## src/rtl/seq_pkg.sv

```systemverilog
// Shared types and helpers for the program sequencer and its branch LUT.
package seq_pkg;

  typedef enum logic [1:0] {IDLE, RUN, DONE} state_t;

  localparam logic [1:0] BR_ALWAYS = 2'd0;
  localparam logic [1:0] BR_ZERO   = 2'd1;
  localparam logic [1:0] BR_EQ     = 2'd2;
  localparam logic [1:0] BR_NEQ    = 2'd3;

  // Sign-extends the w-bit offset before adding. The caller truncates the sum to its PC width.
  function automatic logic [31:0] rel_add(input logic [31:0] pc, input logic [31:0] off,
                                          input int w);
    logic [31:0] sx;
    sx = 32'($signed(off << (32 - w)) >>> (32 - w));
    return pc + sx;
  endfunction

endpackage

```

## src/rtl/branch_lut.sv

```systemverilog
// Branch-target table: 2**L x D registers, one synchronous write port, one async read port.
module branch_lut #(
  parameter int D = 10,
  parameter int L = 3
) (
  input  logic         clk,
  input  logic         reset,
  input  logic         we,
  input  logic [L-1:0] waddr,
  input  logic [D-1:0] wdata,
  input  logic [L-1:0] raddr,
  output logic [D-1:0] rdata
);
  localparam int N = 2**L;

  logic [N-1:0][D-1:0] mem_q;

  always_ff @(posedge clk or negedge reset) begin
    if (!reset) mem_q <= '0;
    else if (we) mem_q[waddr] <= wdata;
  end

  // Reads return the stored value, so a same-cycle write is not visible until the next cycle.
  assign rdata = mem_q[raddr];

endmodule

```

## src/rtl/prog_sequencer.sv

```systemverilog
// Program sequencer: PC, run/done handshake, flags and branch resolution.
// Build with CALL_STACK_EN defined to add the SD-deep call/return stack.
module prog_sequencer
  import seq_pkg::*;
#(
  parameter int           D          = 10,
  parameter int           L          = 3,
  parameter logic [D-1:0] START_ADDR = '0,
  parameter logic [D-1:0] END_ADDR   = '1,
  parameter bit           REL        = 1'b1,
  parameter int           SD         = 4
) (
  input  logic         clk,
  input  logic         reset,
  input  logic         req,
  output logic         done,
  output logic [D-1:0] prog_ctr,
  input  logic         stall,
  input  logic         halt,
  input  logic         branch,
  input  logic [1:0]   br_cond,
  input  logic [L-1:0] lut_idx,
  input  logic         flag_en,
  input  logic         zero_i,
  input  logic         equal_i,
  input  logic         sc_i,
  output logic         zeroQ,
  output logic         equalQ,
  output logic         scQ,
  input  logic         lut_we,
  input  logic [L-1:0] lut_waddr,
  input  logic [D-1:0] lut_wdata,
  input  logic         call,
  input  logic         ret,
  output logic         stk_err
);
  state_t       state_q, state_d;
  logic [D-1:0] pc_q, pc_d, pc_inc, lut_rd, br_tgt;
  logic         zero_q, equal_q, sc_q, cond_ok;

  branch_lut #(.D(D), .L(L)) u_lut (
    .clk(clk), .reset(reset), .we(lut_we), .waddr(lut_waddr), .wdata(lut_wdata),
    .raddr(lut_idx), .rdata(lut_rd)
  );

  assign pc_inc = pc_q + D'(1);
  assign br_tgt = REL ? D'(rel_add(32'(pc_q), 32'(lut_rd), D)) : lut_rd;

  always_comb begin
    case (br_cond)
      BR_ZERO: cond_ok = zero_q;
      BR_EQ:   cond_ok = equal_q;
      BR_NEQ:  cond_ok = !equal_q;
      default: cond_ok = 1'b1;
    endcase
  end

`ifdef CALL_STACK_EN
  localparam int SPW = $clog2(SD + 1);
  logic [SD-1:0][D-1:0] stk_q, stk_d;
  logic [SPW-1:0]       sp_q, sp_d;
  logic                 stk_err_q, stk_err_d;
  assign stk_err = stk_err_q;
`else
  logic unused_stk;
  assign unused_stk = call ^ ret;
  assign stk_err    = 1'b0;
`endif

  always_comb begin
    state_d = state_q;
    pc_d    = pc_q;
`ifdef CALL_STACK_EN
    stk_d     = stk_q;
    sp_d      = sp_q;
    stk_err_d = stk_err_q;
`endif
    case (state_q)
      IDLE: begin
        pc_d = START_ADDR;
        if (req) begin
          state_d = RUN;
`ifdef CALL_STACK_EN
          // Each run starts with a clean stack and error state.
          sp_d      = '0;
          stk_err_d = 1'b0;
`endif
        end
      end
      RUN: begin
        if (!stall) begin
          if (halt || pc_q == END_ADDR) state_d = DONE;
`ifdef CALL_STACK_EN
          else if (ret) begin
            if (sp_q == '0) begin
              pc_d      = pc_inc;
              stk_err_d = 1'b1;
            end else begin
              sp_d = sp_q - SPW'(1);
              for (int i = 0; i < SD; i++)
                if (SPW'(i) == sp_q - SPW'(1)) pc_d = stk_q[i];
            end
          end else if (call) begin
            pc_d = br_tgt;
            if (sp_q == SPW'(SD)) stk_err_d = 1'b1;
            else begin
              sp_d = sp_q + SPW'(1);
              for (int i = 0; i < SD; i++)
                if (SPW'(i) == sp_q) stk_d[i] = pc_inc;
            end
          end
`endif
          else if (branch && cond_ok) pc_d = br_tgt;
          else pc_d = pc_inc;
        end
      end
      DONE: begin
        if (!req) begin
          state_d = IDLE;
          pc_d    = START_ADDR;
        end
      end
      default: begin
        state_d = IDLE;
        pc_d    = START_ADDR;
      end
    endcase
  end

  always_ff @(posedge clk or negedge reset) begin
    if (!reset) begin
      state_q <= IDLE;
      pc_q    <= START_ADDR;
    end else begin
      state_q <= state_d;
      pc_q    <= pc_d;
    end
  end

  // Flags capture independently of state and stall.
  always_ff @(posedge clk or negedge reset) begin
    if (!reset) begin
      zero_q  <= 1'b0;
      equal_q <= 1'b0;
      sc_q    <= 1'b0;
    end else if (flag_en) begin
      zero_q  <= zero_i;
      equal_q <= equal_i;
      sc_q    <= sc_i;
    end
  end

`ifdef CALL_STACK_EN
  always_ff @(posedge clk or negedge reset) begin
    if (!reset) begin
      stk_q     <= '0;
      sp_q      <= '0;
      stk_err_q <= 1'b0;
    end else begin
      stk_q     <= stk_d;
      sp_q      <= sp_d;
      stk_err_q <= stk_err_d;
    end
  end
`endif

  assign prog_ctr = pc_q;
  assign done     = (state_q == DONE);
  assign zeroQ    = zero_q;
  assign equalQ   = equal_q;
  assign scQ      = sc_q;

endmodule

```

## config.mk

```make
export PLATFORM = sky130hd
export DESIGN_NAME = prog_sequencer
export DESIGN_NICKNAME = d
export VERILOG_FILES = /design/src/rtl/seq_pkg.sv /design/src/rtl/branch_lut.sv /design/src/rtl/prog_sequencer.sv
export SDC_FILE = /design/constraint.sdc
export NUM_CORES = 1
export LEC_CHECK = 0
export ABC_AREA = 1
export BUFFER_PORTS_ARGS = -buffer_cell sky130_fd_sc_hd__buf_2
export CAP_MARGIN = 20
export CORE_ASPECT_RATIO = 0.9
export CORE_UTILIZATION = 50
export CTS_CLUSTER_DIAMETER = 60
export DETAILED_ROUTE_END_ITERATION = 12
export PLACE_DENSITY_LB_ADDON = 0.15
export SYNTH_ARGS = -nofsm -noshare
export SYNTH_HDL_FRONTEND = slang
export SYNTH_SLANG_ARGS = --single-unit
```

## constraint.sdc

```tcl
create_clock -name clk -period 2.4 [get_ports clk]
set_clock_uncertainty 0.1 [all_clocks]
set_input_delay 0.12 -clock clk [delete_from_list [all_inputs] [get_ports clk]]
set_output_delay 0.12 -clock clk [all_outputs]
set_load 0.005 [all_outputs]
```

==> metrics.csv <==
metric,value,unit
cts_root_buf,clkbuf_8,
crit_type,reg -> reg,
p_leak,0.00297,uW
rows,34,
grt-ovfl-total,0,
rsz0062_at_grt,yes,
min_period,2.39,ns
synth_nets,689,
yosysUniqueCellTypes,37,
vias_per_cell,5.33,
grt_pass1_vias,4316,
h-tree-depth,3,
regArea,2380,um2
final_cells,853,
final_hold_viol_count,0,
end_kind,flip-flop,
numPortBuffers,42,
clk_path_buf_depth,2,
cp_common_cell,nand2_1,
cts_tree,done,
slowest_delay,0.37,ns
async_flop_share,100,%
grt_max_degree,62,
io-pin-count,46,
worstPathRequired,2.61,ns
slew_headroom,45.5,%
clock_sinks,95,
synth_seq_cells,95,
syn_area,5010,um2
drive_gt1_share,17.3,%
finalWirelength,13000,um
routedWlPerCell,15.2,um
diodes,0,
firstDrtPassIters,5,
switching_share,34.9,%
area_growth,19.2,%
dieHeight,97.0,um
min_period_over_period,99.8,%
slew_viol_final,0,
synth_xor_xnor_area_share,0.874,%
die_x,108,um
initial_core_util,51.7,%
core_area,9700,um2
final_common_cell,nand2_1,
drtIter0Drc,285,
die_area,10400,um2
status,"finished, final reports clean",
p_comb_share,33.3,%
critPathLaunch,u_lut.mem_q[30],
worstPathArrival,2.60,ns
antenna_found_initial,0,
grt_pass1_wl,21300,um
clkSlewWorstSetupHoldPaths,0.09,ns
worstSkewPairLatency,0.36,ns
multiInputGateArea,2310,um2
min-delay-path-class,in -> reg,
gp_congestion,0.880,
power-per-cell-area,829,nW/um2
ys_seq_area_share,47.5,%
ant_nets,0,
synthSimpleGateAreaFrac,22.6,%
place_inst,810,
hpwlAfterDp,8780,um
intPower,3220,uW
ys.flop_type,dfrtp_1,
worstPathMaxFanout,3,
routed-via-count,4549,
maxCapViolations,0,
synth_fa_ha_area_share,2.90,%
hold_start,lut_wdata[1],
final_cell_mix,"164 x nand2_1, 106 x o21ai_0, 95 x dfrtp_1, 61 x nor2_1, 53 x inv_1",
numCtsBuffers,9,
syn_avg_cell_area,7.74,um2
maxClockFrequency,418,MHz
startpoint_type,flip-flop,
layout.nets,764,
tightest_slew,0.816,ns
synthCells,647,
nFillCells,883,
synth_compound_area_share,18.2,%
pwr-share-seq,43.8,%
r2r-start,u_lut.mem_q[30],
finalSetupViolations,0,
synth_top_family_by_area,simple AND/OR/NAND/NOR gates,
peakVddDrop,0.000458,V
cpMaxStageDelayCell,dfrtp_1,
path_cells,nor2_1 > o22ai_1 > nor2_1 > a31oi_1 > ha_2 > inv_2 > fa_2 > nand3b_1 > nand2_2 > nand4_1 > nand2_1 > nand2_1 > nand3_2 > nand2_1 > nand2_1,
clkPwrFrac,22.8,%
synth_edf_count,0,
power_switching,1730,uW
yosys_warnings,0,
whs,0.0285,ns
track_usage,26.4,%
synth.area.mux_share,0.225,%
drt_drc_violations_left,0,
==> layer usage <==
layer  routed length, um  vias up  global-route usage (%)
met5                   0        -                       0
met4                 122        0                    5.80
met3                 618       13                    5.66
met2                5810      116                    41.4
met1                6410     2162                    37.4
li1                    -     2258                       -
==> cell usage after synthesis, drive strengths merged, types with 9 or more instances <==
cell type,instances,share of area (%)
a21oi,14,1.6
a31oi,9,1.1
buf,11,1.4
clkbuf,21,1.6
dfrtp,95,47
ha,10,2.5
inv,62,4.7
nand2,167,13
nand3,30,3.1
nor2,65,5.2
o211ai,10,1.5
o21ai,121,12
o22ai,10,1.2
==> through the flow <==
stage / utilization [%] / cell area [um2] / setup slack, ns / setup TNS [ns] / power, uW
3_5_place_dp: 56.2 / 5460 / -0.185 / -0.596 / 3690
4_1_cts: 61.0 / 5920 / -0.0372 / -0.105 / 4920
3_3_place_gp: 56.2 / 5460 / -0.0999 / -0.266 / 3630
5_1_grt: 61.5 / 5970 / -0.158 / -0.428 / 5290
2_1_floorplan: - / 5020 / 0.0141 / 0 / 3130
6_report: 61.5 / 5970 / 0.00554 / 0 / 4950
==> cell families after synthesis <==
group,after synthesis
compound gates,167
other cells,1
mux,1
xor+xnor,5
fa+ha+maj,11
buf+inv,94
simple gates,273
flops,95
==> path summary, 6_finish.rpt <==
check,endpoint,slack [ns],cells after the start
max,prog_ctr[8],0.006,15
min,u_lut.mem_q[71],0.03,3
max reg2reg,prog_ctr[8],0.006,15
min reg2reg,u_lut.mem_q[53],0.39,2
max in group asynchronous,u_lut.mem_q[75],1.33,3
min in group asynchronous,u_lut.mem_q[21],0.17,2
==> sequential cells by signal, summed over array words and instances, names as in the netlist <==
register / flops
zeroQ: 1
equalQ: 1
state_q: 2
u_lut.mem_q: 80
scQ: 1
prog_ctr: 10
==> critical path, delay by kind of cell, from the launching register on <==
family | cells | cell delay [ns]
buffers and inverters | 1 | 0.04
flip-flops | 1 | 0.37
adder cells (fa/ha/maj) | 2 | 0.56
AO/OA/AOI/OAI | 2 | 0.35
AND/OR/NAND/NOR | 10 | 0.92
==> repair_timing <==
| action | CTS | global route |
|---|---|---|
| hold buffers | 21 | 0 |
| pin swaps | 13 | 19 |
| setup endpoints to repair | 3 | 6 |
| endpoints found under the hold margin | 48 | 0 |
| gates resized for setup | 13 | 11 |
| cloned | 0 | 0 |
| buffers inserted | 1 | 5 |
==> layout make-up <==
cell class              count  area share (%)
repair buffers             96            11.4
clock buffers              12            2.26
inverters                  62            3.98
clock inverters             4            1.17
flip-flops and latches     95            39.8
well taps                 126            2.64
multi-input cells         458            38.7
==> power by group through the flow <==
stage | combinational [uW] | clock [uW] | sequential, uW
final | 1650 | 1130 | 2170
after global routing | 1880 | 1200 | 2210
after CTS | 1600 | 1160 | 2160
after detailed placement | 1500 | 0 | 2190
after global placement | 1450 | 0 | 2180
after floorplan | 983 | 0 | 2150
(Power assumes the default switching activity.)
